<file path="config.mk">
export PLATFORM = sky130hd
export DESIGN_NAME = tone_mixer
export DESIGN_NICKNAME = d
export VERILOG_FILES = /design/src/rtl/tone_mixer.sv
export SDC_FILE = /design/constraint.sdc
export NUM_CORES = 1
export LEC_CHECK = 0
export BUFFER_PORTS_ARGS = -buffer_cell sky130_fd_sc_hd__buf_2
export CAP_MARGIN = 30
export CORE_ASPECT_RATIO = 1.2
export CORE_MARGIN = 4
export CORE_UTILIZATION = 65
export DETAILED_ROUTE_END_ITERATION = 10
export GPL_TIMING_DRIVEN = 0
export HOLD_SLACK_MARGIN = 0.02
export PLACE_DENSITY = 0.93
export SETUP_SLACK_MARGIN = 0.02
export SYNTH_ARGS = -nofsm -noshare
export SYNTH_HDL_FRONTEND = slang
export SYNTH_SLANG_ARGS = --single-unit
</file>
<file path="constraint.sdc">
create_clock -name CLOCK_50 -period 7.8 [get_ports CLOCK_50]
set_input_delay 0.78 -clock CLOCK_50 [delete_from_list [all_inputs] [get_ports CLOCK_50]]
set_output_delay 0.78 -clock CLOCK_50 [all_outputs]
set_load 0.05 [all_outputs]
</file>
<file path="src/rtl/tone_mixer.sv">
// tone_mixer: multi-voice square-wave tone generator mixed with passthrough audio,
// with per-voice durations counted in transferred samples and saturating output.
module tone_mixer #(
  parameter int NUM_VOICES = 4,
  parameter int SEL_WIDTH = 2,
  parameter int DIV_WIDTH = 19,
  parameter int DUR_WIDTH = 16,
  parameter int SAMPLE_WIDTH = 32,
  parameter logic [31:0] AMPLITUDE = 32'h03FFFFFC
) (
  input  logic                    CLOCK_50,
  input  logic                    reset,
  input  logic                    voice_load,
  input  logic [SEL_WIDTH-1:0]    voice_sel,
  input  logic [DIV_WIDTH-1:0]    voice_half_period,
  input  logic [DUR_WIDTH-1:0]    voice_duration,
  input  logic                    passthrough_en,
  input  logic                    audio_in_available,
  input  logic                    audio_out_allowed,
  input  logic [SAMPLE_WIDTH-1:0] left_channel_audio_in,
  input  logic [SAMPLE_WIDTH-1:0] right_channel_audio_in,
  output logic                    read_audio_in,
  output logic                    write_audio_out,
  output logic [SAMPLE_WIDTH-1:0] left_channel_audio_out,
  output logic [SAMPLE_WIDTH-1:0] right_channel_audio_out,
  output logic [NUM_VOICES-1:0]   voice_active
);
  localparam int MW = SAMPLE_WIDTH + 4;
  localparam logic signed [MW-1:0] AMP = MW'(AMPLITUDE);
  logic xfer;
  logic [NUM_VOICES-1:0] act, ph;
  logic signed [MW-1:0] mix_d, mix_q;
  assign xfer = audio_in_available & audio_out_allowed & ~reset;
  assign read_audio_in = xfer;
  assign write_audio_out = xfer;
  assign voice_active = act;
  genvar v;
  for (v = 0; v < NUM_VOICES; v++) begin : g_voice
    logic active_d, active_q, phase_d, phase_q, ld, wrap;
    logic [DIV_WIDTH-1:0] cnt_d, cnt_q, per_d, per_q;
    logic [DUR_WIDTH-1:0] rem_d, rem_q;
    assign ld = voice_load & (voice_sel == SEL_WIDTH'(v));
    assign wrap = cnt_q == per_q;
    always_comb begin
      active_d = active_q;
      phase_d = phase_q;
      cnt_d = cnt_q;
      per_d = per_q;
      rem_d = rem_q;
      if (ld) begin
        per_d = voice_half_period;
        cnt_d = '0;
        phase_d = 1'b0;
        rem_d = voice_duration;
        active_d = |voice_duration;
      end else if (active_q) begin
        cnt_d = wrap ? '0 : cnt_q + DIV_WIDTH'(1);
        phase_d = phase_q ^ wrap;
        rem_d = (xfer && rem_q != '1) ? rem_q - DUR_WIDTH'(1) : rem_q;
        if (xfer && rem_q == DUR_WIDTH'(1)) begin
          active_d = 1'b0;
          phase_d = 1'b0;
          cnt_d = '0;
        end
      end
    end
    always_ff @(posedge CLOCK_50) begin
      if (reset) begin
        active_q <= 1'b0;
        phase_q <= 1'b0;
        cnt_q <= '0;
        per_q <= '0;
        rem_q <= '0;
      end else begin
        active_q <= active_d;
        phase_q <= phase_d;
        cnt_q <= cnt_d;
        per_q <= per_d;
        rem_q <= rem_d;
      end
    end
    assign act[v] = active_q;
    assign ph[v] = phase_q;
  end
  always_comb begin
    mix_d = '0;
    for (int i = 0; i < NUM_VOICES; i++)
      mix_d = mix_d + (act[i] ? (ph[i] ? AMP : -AMP) : '0);
  end
  always_ff @(posedge CLOCK_50) mix_q <= reset ? '0 : mix_d;
  // Headroom bits all equal the sign means the sum fits in SAMPLE_WIDTH.
  function automatic logic [SAMPLE_WIDTH-1:0] sat_mix(input logic pass, input logic [SAMPLE_WIDTH-1:0] din,
                                                      input logic signed [MW-1:0] mix);
    logic [MW-1:0] s;
    s = (pass ? {{4{din[SAMPLE_WIDTH-1]}}, din} : '0) + mix;
    return (s[MW-1:SAMPLE_WIDTH-1] == '0 || s[MW-1:SAMPLE_WIDTH-1] == '1) ? s[SAMPLE_WIDTH-1:0]
           : {s[MW-1], {(SAMPLE_WIDTH-1){~s[MW-1]}}};
  endfunction
  assign left_channel_audio_out = sat_mix(passthrough_en, left_channel_audio_in, mix_q);
  assign right_channel_audio_out = sat_mix(passthrough_en, right_channel_audio_in, mix_q);
endmodule

</file>
# Yosys cells after proc, flatten, opt, wreduce, memory -nomap -nowiden
# Index checks and enable logic that the tools add are counted.
[classes] n_addsub=13 eq_ne=17 muxes=48 n_bitwise=13 n_reduce_logical=30
[ops] operator="36-bit two-way mux" n=10
[ops] operator="16-bit two-way mux" n=12
[ops] operator="36-bit adder" n=5
[ops] operator="19-bit two-way mux" n=8
[ops] operator="19-bit by 1-bit adder with 19-bit output, second input constant" n=4
[ops] operator="19-bit equality test" n=4
[ops] operator="16-bit by 1-bit equality test with 1-bit output, second input constant" n=4
[ops] operator="32-bit two-way mux" n=2
[ops] operator="16-bit != test, second input constant" n=4
[ops] operator="16-bit by 1-bit subtractor with 16-bit output, second input constant" n=4
[ops] operator="1-bit two-way mux" n=16
[ops] operator="2-bit nonzero test" n=8
[ops] operator="16-bit OR reduction" n=1
[ops] operator="5-bit equality test, second input constant" n=2
[ops] operator="5-bit logical NOT" n=2
[ops] operator="1-bit logical AND" n=8
[ops] operator="2-bit AND reduction" n=4
[ops] operator="2-bit OR reduction" n=4
[ops] operator="1-bit bitwise AND" n=6
[ops] operator="2-bit equality test, second input constant" n=2
[ops] operator="1-bit bitwise XOR" n=4
[ops] operator="1-bit inverter" n=3
[ops] operator="2-bit by 1-bit equality test with 1-bit output, second input constant" n=1
[ops] operator="2-bit logical NOT" n=1
[ops] operator="1-bit logical OR" n=2
[totals] ff_bits=260 input_bits=107 output_inout_bits=70 wordCells=142

# Logic depth before layout (Yosys ltp)
# Gate-level depths: netlist of the first run.
[logic_depth] word_depth=6 ltp_mapped=17 depth_no_buf=14

# Worst setup path after synthesis of the first run
# Ideal clock, no wire load.
[synth_timing] kind="input to output" start="in passthrough_en" end="out left_channel_audio_out[17]" arrival_ns=4.798 required_ns=7.020 path_slack_ns=2.222 path_stages=16 n_path_buf=2 cell_sequence="clkbuf_1 clkbuf_1 and2_1 ha_1 inv_1 fa_1 nand2b_1 a21oi_2 a31oi_2 o21ai_0 a21oi_1 nor4_1 nor2_1 xnor2_1 a21oi_4 o21ai_0"
[synth_between] elab_chain_len=5 elab_cells_between_ends=7 classes_between="1 x add/sub; 1 x eq/ne; 2 x mux; 1 x bitwise; 2 x reduce/logical"
[synth_rtl] element="start: declaration" line="17" text="input logic passthrough_en,"
[synth_rtl] element="36-bit two-way mux (*)" line="95" text="s = (pass ? {{4{din[SAMPLE_WIDTH-1]}}, din} : '0) + mix;"
[synth_rtl] element="36-bit adder (*)" line="95"
[synth_rtl] element="5-bit equality test / 5-bit logical NOT (equally long branches)" line="96" text="return (s[MW-1:SAMPLE_WIDTH-1] == '0 || s[MW-1:SAMPLE_WIDTH-1] == '1) ? s[SAMPLE_WIDTH-1:0]"
[synth_rtl] element="1-bit logical OR" line="96"
[synth_rtl] element="32-bit two-way mux (*)" line="96"
[synth_rtl] element="end: declaration" line="24" text="output logic [SAMPLE_WIDTH-1:0] left_channel_audio_out,"
# Every way passes the cells marked *; elsewhere a longest branch is shown, timed or not.

# Worst setup path in the final report of the first run
[layout_timing] start="in passthrough_en" end="out left_channel_audio_out[4]"
# The elaborated chain is that of the path after synthesis.

==> results of run 1 <==
[worst max-delay path, cell delays in order]
cell,delay (ns)
clkbuf_1,0.38
clkbuf_1,0.40
and2_1,0.20
ha_1,0.17
inv_1,0.05
fa_1,0.39
nand2b_1,0.17
a21oi_2,0.21
a31oi_2,0.18
o21ai_0,0.39
a21oi_1,0.25
nor4_1,0.22
nor2_1,0.12
xnor2_1,0.40
a21oi_4,0.19
buf_6,0.19
a21oi_1,0.28
buf_2,0.33
[worst paths after layout]
| check | from | to | slack [ns] |
|---|---|---|---|
| hold reg to reg | g_voice[1].per_q[1] | g_voice[1].per_q[1] | 0.47 |
| setup reg to reg | g_voice[1].active_q | mix_q[33] | 2.62 |
| hold / removal | g_voice[1].per_q[1] | g_voice[1].per_q[1] | 0.47 |
| setup / recovery | passthrough_en | left_channel_audio_out[4] | 1.70 |
[placed cells by master, fill, tap and decap left out, types with 20 or more instances in the layout]
cell,count
nor2_1,224
ha_1,90
buf_2,186
nand4_1,45
clkbuf_1,90
nor4_1,38
a21oi_1,234
fa_1,20
o21ai_0,126
and2_1,63
nor3_1,36
xnor2_1,125
dfxtp_1,249
and3_1,54
nand2b_1,22
nand3_1,26
clkbuf_16,25
nor3b_1,50
inv_1,58
a211oi_1,61
xor2_1,71
o21ai_2,42
nand2_1,272
[layout make-up]
class / instances / area, um2 / area share
Multi-Input combinational cell: 1786 / 11440 / 0.5938
Sequential cell: 249 / 4985 / 0.2588
Timing Repair Buffer: 174 / 870.8 / 0.04522
Clock buffer: 34 / 679.4 / 0.03528
Buffer: 114 / 546.8 / 0.02839
Tap cell: 330 / 412.9 / 0.02144
Inverter: 58 / 217.7 / 0.01130
Clock inverter: 10 / 110.1 / 0.005717
[through the flow]
stage	utilization	setup slack, ns	total power, uW	instances	area, um2
after floorplan	-	2.222	2564	2207	17190
after global placement	0.7163	1.820	2892	2711	18470
after detailed placement	0.7163	1.790	2920	2711	18470
after CTS	0.7469	1.775	4084	2755	19260
after global routing	0.7469	1.387	4248	2755	19260
final	0.7469	1.704	4092	2755	19260
[sequential cells by signal, indices dropped and copies added (netlist names)]
name,count
g_voice.rem_q,64
g_voice.active_q,4
g_voice.phase_q,4
g_voice.per_q,76
mix_q,25
g_voice.cnt_q,76
[layer usage]
layer | share of wire | vias up
met2 | 0.48 | 880
met1 | 0.37 | 7935
met5 | 0 | -
li1 | - | 8174
met3 | 0.086 | 199
met4 | 0.061 | 0
[power breakdown]
part	switching [uW]	leakage, uW	total [uW]	internal, uW
Combinational	1120	0.00515	1540	414
Sequential	56.7	0.00202	1370	1320
Clock	503	0.000388	1180	677
Total	1680	0.00756	4090	2410
[Yosys cell counts, types with 50 or more instances]
| library cell | n | area (um2) |
|---|---|---|
| a211oi_1 | 61 | 457.9 |
| a21oi_1 | 234 | 1171 |
| and2_1 | 63 | 394.1 |
| and3_1 | 54 | 337.8 |
| clkbuf_1 | 83 | 311.6 |
| dfxtp_1 | 249 | 4985 |
| ha_1 | 90 | 1126 |
| inv_1 | 58 | 217.7 |
| nand2_1 | 272 | 1021 |
| nor2_1 | 224 | 840.8 |
| nor3b_1 | 50 | 375.4 |
| o21ai_0 | 126 | 630.6 |
| xnor2_1 | 125 | 1095 |
| xor2_1 | 71 | 621.9 |
[logic make-up after synthesis]
logic type / after synthesis
compound gates: 595
xor+xnor: 199
fa+ha+maj: 110
buf+inv: 172
flops: 249
mux: 3
simple gates: 879
==> results.md, run 1 <==
- Pwr dens: 212.5 nW/um2
- Slew Viols, Final: 0
- FP Rows: 64
- Yosys warning total: 0
- Buffers added on ports: 174
- Reg2Reg Depth: 12
- Grt total ovfl: 0
- Clock Skew: approximately 0.021 ns
- Critical path startpoint category: primary input
- Die area: 29,120 um2
- Worst Path Required: about 7 ns
- FFs w/ async S/R, synth: 0
- Min-Delay Path Class: reg2reg
- GR Layer Usage met3: 0.04349
- Minimum clock period: 6.096 ns
- I/O pins: 177
- Largest net degree at the start of global routing: 15
- Hold Buf Count CTS: 0
- Clock latency at the later pin of the worst-skew pair: about 0.53 ns
- F_max: 164.0 MHz
- Reg clk slew, reported paths: 0.05 ns
- RD Place Congestion: approximately 0.99
- Outcome: complete, no violations
- Post-synthesis compound-gate area fraction: 0.2220
- Routed vias: ~17,000
- Routed Antenna Nets: 0
- Critical path data arrival time: 5.32 ns
- Initial antenna violation count: 0
- Period Utilization, post-route: 0.7815
- Setup Crit Path Kind: in2out
- Via density: 6.239
- Post-synthesis cell area: 17,190 um2
- Flops & latches, synth: 249
- Top_reg_cell synth: dfxtp_1
- Netlist cell types: 79
- LEAKAGE: 0.007564 uW
- Filler cell count: 1,880
- Final #Nets: 2,625
- Min-Delay Path Depth: 2
- Area of the core: 25,780 um2
- # DRC: 0
- Most Used Layer, Global Route: met2
- Ant diodes: 0
- RSZ-0062 raised after global routing: false
- Initial Util: 0.6665
- Worst-Margin Slew: 0.8888 ns
- Clock sink count: 249
- Cells after Synth: 2,207
- Die Ht: 186.1 um
- Final setup vio count: 0
- Routed wire per std cell: 18.24 um
- Routed WL: 50.25 mm
- Hold Slack: 0.4741 ns
- Mean Syn Cell Area: 7.787 um2
- First-pass GRT wire length: 80.58 mm
- Die W: 156.4 um
- Crit path max fanout: 10
- Relative slew margins: 0.4012
- Post-synthesis mux area share: 0.001966
- Number of flops mapped to enable cells by yosys: 0
- CTS buffer count: 25
- Largest family of logic cells by synthesized area: simple AND/OR/NAND/NOR gates
- Post-CTS Resized: 0
- Clock Path Buffers: 3
- Syn nets: about 2,400
- Crit end category: output port
- Adder-cell share of the synthesized area: 0.08882
- Share of the yosys chip area belonging to registers: 0.2900
- Fraction of layout cells with a size suffix above 1: 0.1348
- Simple-Gate Fraction of Synth Area: 0.2493
- Met1 Use GR: 0.3902
- Worst VDD drop: ~0.21 mV
- Area Overhead vs Synth: 12.06%
- Root Buffer: clkbuf_16
- CTS H-tree depth: 1
- Final Hold Fails: 0
- Final setup TNS: 0 ns
- DP HPWL: 38.78 mm
- Max_cap viols: 0
- Vias in the first global route: about 17,000
- Tot GR Track Use: 0.3332
- Drt pass-1 iters: 6
- Post-CTS Setup Inserts: 0
- CTS tree: done
- Xor/xnor share of the synthesized area: 0.1034
- Detailed Route Iter0 Violations: 1,326
- Met2 Use GR: 0.5928
Power figures use the tool's default switching activity.
==> run 2: changes to the inputs <==
Settings changed: CORE_UTILIZATION 65 to 61, PLACE_DENSITY 0.93 to 0.88.
Clock period 7.8 ns to 5.8 ns, I/O delays scaled along.
==> run 2 against run 1 <==
Net effect:
- hold slack got worse by 0.12 ns
- worst setup slack got worse by 1.4 ns
- clock skew decreased by 0.0096 ns
- clock power increased by 26%
- via count decreased by 0.73%
- sequential share of layout area about the same
- final area about the same
- critical path depth decreased by 2
- die area increased by 6.2%
- non-clock buffer count unchanged
- power increased by 33%
- core utilization decreased by 5.5 points
==> results.md, run 2 (synthesis gave the netlist of run 1 again) <==
- Outcome: complete, no violations
- Drt pass-1 iters: 5
- Minimum clock period: 5.521 ns
- Clock latency at the later pin of the worst-skew pair: roughly 0.52 ns
- Cell family with most CP delay: compound AO/OA/AOI/OAI gates
- CP Cell Sequence: clkbuf_2, clkbuf_1, nand2_1, fa_1, nand2b_1, a21oi_2, a31oi_2, o21ai_0, a21oi_1, nor4_1, nor2_1, xnor2_1, a21oi_4, buf_6, o21ai_2, buf_2
- Worst setup path end: left_channel_audio_out[20]
- Grt total ovfl: 0
- Final core occ: 0.6917
- Post-CTS Resized: 0
- Worst VDD drop: 0.2572 mV
- Worst-Margin Slew: 0.8620 ns
- Worst Path Required: 5.22 ns
- Via density: 6.096
- Final setup vio count: 0
- Initial antenna violation count: 0
- Area of the core: roughly 28,000 um2
- Worst path depth: 16
- Clock sink count: 249
- Final setup TNS: 0 ns
- Hold Buf Count CTS: 0
- Reg-to-reg slack, setup: 0.48 ns
- F_max: ~180 MHz
- Setup Crit Path Kind: in2out
- Routed WL: 51.26 mm
- Final Hold Fails: 0
- Critical path data arrival time: slightly below 5 ns
- Post-Layout Cell Count: 2,799
- Relative slew margins: 0.4192
- Final #Nets: 2,623
- Crit path from: passthrough_en
- Root Buffer: clkbuf_16
- Crit path max fanout: 10
- Routed vias: 17,063
- Buffers added on ports: around 170
- Placed Cells: 2,760
- Initial Util: 0.6175
- Critical path's slowest cell: fa_1
- Post-CTS Setup Inserts: 0
- Commonest non-fill, non-tap cell in the layout: nand2_1
- # DRC: 0
- CTS buffer count: 23
- CTS H-tree depth: 1
- Die area: about 31,000 um2
- First-pass GRT wire length: roughly 83 mm
- Vias in the first global route: 16,804
- Ant diodes: 0
- Clock Path Buffers: 3
- HP Start: voice_half_period[16]
- CP bufs+invs: 4
- Fraction of layout cells with a size suffix above 1: 0.1339
- FF-to-FF Start: g_voice[1].active_q
- CTS tree: done
- Routed Antenna Nets: 0
- RD Place Congestion: 0.9742
- DP HPWL: 39.63 mm
- Crit end category: output port
- Commonest cells after routing, fill and taps aside: 272 x nand2_1, 249 x dfxtp_1, 234 x a21oi_1, 224 x nor2_1, 186 x buf_2
- Max_cap viols: 0
- Hold Slack: 0.3521 ns
- Die W: 161.2 um
- Detailed Route Iter0 Violations: 1,181
- Slew Viols, Final: 0
- Die Ht: 191.9 um
- Largest regs: g_voice.cnt_q: 76 flops, g_voice.per_q: 76 flops, g_voice.rem_q: 64 flops
- LEAKAGE: 0.007537 uW
- I/O pins: about 180
- Pwr dens: 282.3 nW/um2
- FP Rows: 67
- Critical path startpoint category: primary input
- Reg2Reg Depth: 12
- Max incr delay on CP: 0.48 ns
- Tot GR Track Use: 0.3218
- Reg-to-reg critical path endpoint: mix_q[33]
- RSZ-0062 raised after global routing: false
- Reg clk slew, reported paths: 0.06 ns
- Routed wire per std cell: 18.31 um
- Min-Delay Path Class: in2reg
- Period Utilization, post-route: 0.9519
- Largest net degree at the start of global routing: 15
- Clock Skew: 0.01168 ns
- Area Overhead vs Synth: 12.02%
-- run 2: changes by cell type in the layout (fill, tap and decap cells not counted) --
cell,change
clkbuf_1,-2
clkbuf_2,+2
clkinv_2,-1
clkbuf_16,-2
inv_6,-1
clkinvlp_4,-1
-- run 2: layout make-up --
class / instances / area [um2]
Timing Repair Buffer: 174 / 870.8
Inverter: 58 / 217.7
Buffer: 114 / 549.3
Multi-Input combinational cell: 1786 / 11440
Clock inverter: 7 / 88.84
Sequential cell: 249 / 4985
Clock buffer: 32 / 629.4
Fill cell: 2277 / 8579
Tap cell: 379 / 474.2
-- run 2: worst min-delay path by stage --
stage	to	slack, ns	depth (start not counted)
detailed placement	g_voice[2].per_q[6]	0.46	2
global placement	g_voice[2].per_q[2]	0.45	2
CTS	g_voice[2].per_q[16]	0.33	3
floorplan	g_voice[0].per_q[0]	0.45	2
global route	g_voice[3].per_q[13]	0.35	3
finish	g_voice[2].per_q[16]	0.35	3
-- run 2: power by group --
part	leakage (uW)	switching [uW]	internal, uW	total, uW
clock network	0.000355	649	845	1490
logic	0.00516	1540	557	2100
registers	0.00202	70.4	1770	1840
total	0.00754	2260	3170	5430
-- run 2: per-layer routing --
layer / track usage / vias to the layer above / part of all wire
met5: 0 / - / 0
met4: 0.1536 / 0 / 0.053
met3: 0.03348 / 179 / 0.078
met2: 0.5838 / 798 / 0.49
met1: 0.3812 / 7931 / 0.38
li1: - / 8155 / -
-- run 2: worst min-delay path, cell delays in order --
cell     delay (ns)
buf_2          0.13
nand2_1        0.06
a21oi_1        0.05
-- run 2: per-stage QoR --
step	instance area, um2	power, uW	setup slack, ns
6_report	19250	5435	0.2790
3_5_place_dp	18530	3953	0.04289
3_3_place_gp	18530	3928	0.1508
2_1_floorplan	17190	3448	0.6217
4_1_cts	19250	5429	0.02385
5_1_grt	19250	5643	0.07979
